### src/rtl/mcca_pkg.sv
// Shared definitions for the dynamic Manchester carry-chain adder sequencer.
// Holds the state encoding, default parameters and the phase-counter width helper.
package mcca_pkg;

  localparam int unsigned SIZE_DEF  = 16;
  localparam int unsigned PRECH_DEF = 1;
  localparam int unsigned EVAL_DEF  = 2;

  typedef enum logic [1:0] {
    IDLE  = 2'd0,
    PRECH = 2'd1,
    EVAL  = 2'd2,
    RESP  = 2'd3
  } state_e;

  // Phase counter must hold the longer of the two phase lengths.
  function automatic int unsigned cnt_width(input int unsigned p, input int unsigned e);
    int unsigned m;
    m = (p > e) ? p : e;
    return $clog2(m) + 1;
  endfunction

endpackage

### src/rtl/mcca_phase_timer.sv
// Loadable down-counter shared by the precharge and evaluate phases.
// o_done_c is high while the count is zero, i.e. during the last cycle of a phase.
module mcca_phase_timer #(
  parameter int unsigned CW = 2
) (
  input  logic          clk,
  input  logic          rst_n,
  input  logic          i_load,
  input  logic [CW-1:0] i_load_val,
  input  logic          i_en,
  output logic          o_done_c
);

  logic [CW-1:0] r_cnt;

  always_ff @(posedge clk) begin
    if (!rst_n) begin
      r_cnt <= '0;
    end else if (i_load) begin
      r_cnt <= i_load_val;
    end else if (i_en && (r_cnt != '0)) begin
      r_cnt <= r_cnt - CW'(1);
    end
  end

  assign o_done_c = (r_cnt == '0);

endmodule

### src/rtl/mcca_dyn_sequencer.sv
// Operand stage and precharge/evaluate phase controller for the dynamic carry-chain adder.
// One operation in flight: accept, precharge, evaluate, then hold the result until taken.
module mcca_dyn_sequencer
  import mcca_pkg::*;
#(
  parameter int unsigned SIZE             = SIZE_DEF,
  parameter int unsigned PRECHARGE_CYCLES = PRECH_DEF,
  parameter int unsigned EVAL_CYCLES      = EVAL_DEF
) (
  input  logic            clk,
  input  logic            rst_n,
  input  logic            in_valid,
  output logic            in_ready,
  input  logic [SIZE-1:0] in_a,
  input  logic [SIZE-1:0] in_b,
  input  logic            in_cin,
  output logic [SIZE-1:0] add_a,
  output logic [SIZE-1:0] add_b,
  output logic            add_cin,
  output logic            add_eval,
  input  logic [SIZE-1:0] add_sum,
  input  logic            add_cout,
  output logic            out_valid,
  input  logic            out_ready,
  output logic [SIZE-1:0] out_sum,
  output logic            out_cout,
  output logic            out_ovf,
  output logic            busy
);

  localparam int unsigned CW = cnt_width(PRECHARGE_CYCLES, EVAL_CYCLES);
  localparam logic [CW-1:0] PRE_LOAD  = CW'(PRECHARGE_CYCLES - 1);
  localparam logic [CW-1:0] EVAL_LOAD = CW'(EVAL_CYCLES - 1);

  if (((SIZE % 4) != 0) || (SIZE == 0) || (PRECHARGE_CYCLES < 1) || (EVAL_CYCLES < 1)) begin : g_bad_param
    $error("mcca_dyn_sequencer: SIZE must be a nonzero multiple of 4 and phase cycle counts >= 1");
  end

  state_e          r_state;
  logic [SIZE-1:0] r_add_a;
  logic [SIZE-1:0] r_add_b;
  logic            r_add_cin;
  logic            r_add_eval;
  logic            r_out_valid;
  logic [SIZE-1:0] r_out_sum;
  logic            r_out_cout;
  logic            r_out_ovf;

  logic            w_accept;
  logic            w_done;
  logic            w_load;
  logic [CW-1:0]   w_load_val;
  logic            w_en;
  logic            w_ovf;

  assign in_ready = rst_n && (r_state == IDLE);
  assign w_accept = in_valid && in_ready;

  // Timer is reloaded on entry to each timed phase.
  always_comb begin
    w_load     = 1'b0;
    w_load_val = PRE_LOAD;
    w_en       = 1'b0;
    case (r_state)
      IDLE: begin
        w_load     = w_accept;
        w_load_val = PRE_LOAD;
      end
      PRECH: begin
        w_en       = 1'b1;
        w_load     = w_done;
        w_load_val = EVAL_LOAD;
      end
      EVAL: begin
        w_en = 1'b1;
      end
      default: begin
        w_load = 1'b0;
      end
    endcase
  end

  mcca_phase_timer #(
    .CW (CW)
  ) u_timer (
    .clk        (clk),
    .rst_n      (rst_n),
    .i_load     (w_load),
    .i_load_val (w_load_val),
    .i_en       (w_en),
    .o_done_c   (w_done)
  );

  assign w_ovf = (r_add_a[SIZE-1] == r_add_b[SIZE-1]) && (add_sum[SIZE-1] != r_add_a[SIZE-1]);

  always_ff @(posedge clk) begin
    if (!rst_n) begin
      r_state     <= IDLE;
      r_add_a     <= '0;
      r_add_b     <= '0;
      r_add_cin   <= 1'b0;
      r_add_eval  <= 1'b0;
      r_out_valid <= 1'b0;
      r_out_sum   <= '0;
      r_out_cout  <= 1'b0;
      r_out_ovf   <= 1'b0;
    end else begin
      case (r_state)
        IDLE: begin
          if (w_accept) begin
            r_add_a   <= in_a;
            r_add_b   <= in_b;
            r_add_cin <= in_cin;
            r_state   <= PRECH;
          end
        end
        PRECH: begin
          if (w_done) begin
            r_add_eval <= 1'b1;
            r_state    <= EVAL;
          end
        end
        EVAL: begin
          // Sample the settled chain on the edge that ends evaluate.
          if (w_done) begin
            r_out_sum   <= add_sum;
            r_out_cout  <= add_cout;
            r_out_ovf   <= w_ovf;
            r_out_valid <= 1'b1;
            r_add_eval  <= 1'b0;
            r_state     <= RESP;
          end
        end
        RESP: begin
          if (r_out_valid && out_ready) begin
            r_out_valid <= 1'b0;
            r_state     <= IDLE;
          end
        end
        default: begin
          r_state <= IDLE;
        end
      endcase
    end
  end

  assign add_a     = r_add_a;
  assign add_b     = r_add_b;
  assign add_cin   = r_add_cin;
  assign add_eval  = r_add_eval;
  assign out_valid = r_out_valid;
  assign out_sum   = r_out_sum;
  assign out_cout  = r_out_cout;
  assign out_ovf   = r_out_ovf;
  assign busy      = (r_state != IDLE);

endmodule

### config.mk
export PLATFORM = sky130hd
export DESIGN_NAME = mcca_dyn_sequencer
export DESIGN_NICKNAME = d
export VERILOG_FILES = /design/src/rtl/mcca_pkg.sv /design/src/rtl/mcca_phase_timer.sv /design/src/rtl/mcca_dyn_sequencer.sv
export SDC_FILE = /design/constraint.sdc
export NUM_CORES = 1
export LEC_CHECK = 0
export ABC_AREA = 1
export CELL_PAD_IN_SITES_DETAIL_PLACEMENT = 1
export CELL_PAD_IN_SITES_GLOBAL_PLACEMENT = 1
export CORE_ASPECT_RATIO = 1.1
export CORE_MARGIN = 2
export CORE_UTILIZATION = 25
export CTS_CLUSTER_DIAMETER = 80
export DETAILED_ROUTE_END_ITERATION = 10
export PLACE_DENSITY = 0.85
export SETUP_SLACK_MARGIN = 0.15
export SLEW_MARGIN = 15
export SYNTH_ARGS = -nofsm -noshare
export SYNTH_HDL_FRONTEND = slang
export SYNTH_SLANG_ARGS = --single-unit
### constraint.sdc
create_clock -name clk -period 1.2 [get_ports clk]
set_input_delay 0.18 -clock clk [delete_from_list [all_inputs] [get_ports clk]]
set_output_delay 0.18 -clock clk [all_outputs]
set_load 0.01 [all_outputs]
==> summary.txt <==
Clocking
  – Clock latency on the worst-skew pair: 330 ps
  – Sink Count: 57
  – Cts-stage hold buffer count: 0
  – Reg clk slew, reported paths: 60 ps
  – H-tree depth: 3
  – CTS tree: yes
  – Root Driver: clkbuf_8
  – Clk buf depth: 2
  – TritonCTS buffer count: 9

Worst setup path
  – WS Path Type: reg -> reg
  – Crit Path Max Fanout: 4
  – Reg-to-Reg End: r_state[0]$_SDFFE_PN0P_
  – Startpoint Class: register
  – Worst Path Required: 1420 ps
  – Critical R2R Launch: r_state[0]$_SDFFE_PN0P_
  – Arr. time, crit path: 1550 ps
  – R2R Setup Slk: -130 ps
  – R2R depth: 8
  – CP Capture Type: register

Timing
  – Period utilization: 111%
  – Clk_skew: 7.97 ps
  – Setup ws final: -133 ps
  – Least-Margin Pin Slew: 255 ps
  – Final setup fails: 55
  – Min Tclk post-route: 1330 ps
  – RSZ-0062 raised after global routing: yes
  – Slew Viols, Final: 0
  – Hold Slack: 332 ps
  – Final Hold Fails: 0
  – Rel. slew slack: 83.0%
  – Fmax: 750 MHz
  – Setup TNS: -3180 ps

Power and ir drop
  – Overall power: 8.32 mW
  – Clock power share: 20.8%
  – Leakage: 1.77 nW
  – Max VDD drop: 1030 uV
  – Sw frac: 38.0%
  – Pwr per Cell Area: 2220 nW/um^2
  – Switching power total: 3.16 mW
  – Combinational share of power: 47.2%
  – P_int: 5.16 mW
  – Sequential power share: 32.0%

Cells and area
  – Fraction of layout instances using a drive strength above 1: 40.0%
  – # fillers: 1034
  – Multi-input gate area: 1120 um^2
  – Layout Nets: 464
  – Reg area: 1170 um^2
  – Final cell count without fillers: 521
  – Utilization after layout: 44.4%
  – Diodes inserted: 0
  – Cell area after layout: 3750 um^2
  – Area Overhead vs Synth: 70.9%

Floorplan
  – Die H: 102 um
  – Die width: 93.4 um
  – Die area: 9550 um^2
  – Row cnt: 35
  – IO Pins: 109
  – Core area: 8450 um^2
  – Initial Utilization: 26.0%

Placed design
  – Port bufs: 108
  – Setup WS pre-CTS: -176 ps
  – DP Cell Count: 497
  – Hpwl dp: 5220 um
  – GP Congestion: 0.849
  – Placed Area: 3530 um^2

Outcome
  – Status: finished, violations left
  – Failing checks: setup timing

Synth
  – Post-Syn Area: 2200 um^2
  – Syn nets: 340
  – Yosys synthesis warning count: 0
  – #FFs+latches synth: 57
  – Post-synthesis cell count: 281
  – Avg Synthesized Cell Area: 7.81 um^2
  – Yosys cell types: 19
  – Register area share after synthesis: 52.0%

Route
  – Initial DRC Count: 63
  – Antenna viol nets, final: 0
  – Vias: 2393
  – Avg Vias per Cell: 4.59
  – DRT Wirelength: 7920 um
  – DR WL/cell: 15.2 um
  – Pre-Repair DR Iteration Count: 4
  – Remaining DRCs: 0

Hold path
  – Worst Min Path Start: rst_n
  – Endpoint, Worst Hold: u_timer.r_cnt[0]$_SDFFE_PN0P_
  – Hold path depth: 4
  – Hold crit path type: in -> reg

Global routing
  – Gr usage total: 16.2%
  – Vias in the first global route: 2504
  – Overflow after GRT: 0
  – Largest net degree at the start of global routing: 37
  – Initial antenna violation count: 0
  – Global-route wire length before repair: 12000 um

Run
  – Max_cap viols: 0
## how the worst max path moves through the flow
stage	start	slack, ps	end	depth (start not counted)
CTS	r_state[1]$_SDFFE_PN0P_	-110	in_ready	5
global placement	r_state[0]$_SDFFE_PN0P_	-140	in_ready	5
global route	r_state[0]$_SDFFE_PN0P_	-170	r_state[0]$_SDFFE_PN0P_	8
finish	r_state[0]$_SDFFE_PN0P_	-130	r_state[0]$_SDFFE_PN0P_	8
floorplan	r_state[0]$_SDFFE_PN0P_	100	out_cout$_SDFFE_PN0P_	7
detailed placement	r_state[0]$_SDFFE_PN0P_	-180	in_ready	5
## registers in the layout, indices dropped and copies added, names as in the netlist
register,count
add_a,16
add_b,16
out_sum,16
r_state,2
u_timer.r_cnt,2
add_cin,1
add_eval,1
out_cout,1
out_ovf,1
out_valid,1
## cells in the mapped netlist (all sizes together)
cell type,instances,area [um^2]
nand3,69,350
dfxtp,57,1140
nand2,48,188
nor2,39,146
o21ai,24,120
buf,13,71.3
inv,12,47.6
a21oi,6,30.0
clkbuf,5,18.8
ha,5,62.6
nand4,1,6.26
nor3,1,5.00
xor2,1,8.76
## placed cells by master, fill, tap and decap left out, types with 2 or more instances in the layout
cell,Yosys,final
nand3_1,68,64
buf_2,12,55
clkdlybuf4s50_1,0,52
nand2_1,47,42
nor2_1,39,35
dfxtp_1,57,31
dfxtp_2,0,26
o21ai_2,0,15
buf_4,0,12
clkbuf_8,0,9
o21ai_1,23,7
inv_1,10,6
buf_6,1,6
a21oi_1,6,5
inv_2,1,4
nand3_2,1,4
ha_4,0,4
clkinv_2,0,4
nand2_2,0,3
nor2_2,0,3
buf_12,0,3
inv_8,0,2
nand2_4,1,2
clkbuf_16,0,2
## logic make-up (layout without fill, tap and decap cells)
logic type	Yosys count	after routing	share of synthesized area, %
and+or+nand+nor	158	158	31.7
AOI/OAI and AO/OA	30	30	6.84
DFF	57	57	52.0
buffers and inverters	30	159	6.27
adders and majority gates	5	5	2.85
xor gates and xnor gates	1	1	0.399
## power by group through the flow
stage          registers (mW)  logic, mW  clock network [mW]
6_report                 2.66       3.93                1.73
5_1_grt                  2.72       4.29                1.89
4_1_cts                  2.66       3.49                1.78
3_5_place_dp             2.67       3.47                   0
3_3_place_gp             2.65       3.34                   0
2_1_floorplan            2.86       1.64                   0
## timing repair
item | CTS | global route
pin swaps | 6 | 5
hold endpoints to repair | 0 | 0
buffers inserted | 2 | 2
setup endpoints to repair | 112 | 59
gates cloned | 1 | 3
resized for setup | 270 | 21
## final cells by class
type	count	share of cell area [%]
Clock inverter	6	1.57
Timing Repair Buffer	130	28.3
Multi-Input combinational cell	194	30.0
Sequential cell	57	31.3
Inverter	12	1.47
Clock buffer	10	3.40
Tap cell	111	3.70
Timing Repair inverter	1	0.300
## layer usage
metal  global-route usage [%]  part of all wire, %  wire length (um)
met1                     18.2                   40              3190
met4                     6.79                  1.8               145
met2                     29.1                   52              4090
met3                     4.13                  6.3               496
met5                        0                    0                 0
## worst max-delay path: stages (launching register included)
cell and delay [ps]:
dfxtp_2 330, inv_2 50, buf_4 140, ha_4 190, o21ai_4 190, buf_4 140, nand3_2 70, nand2_1 60
a21oi_1 40
(Power assumes the default switching activity.)
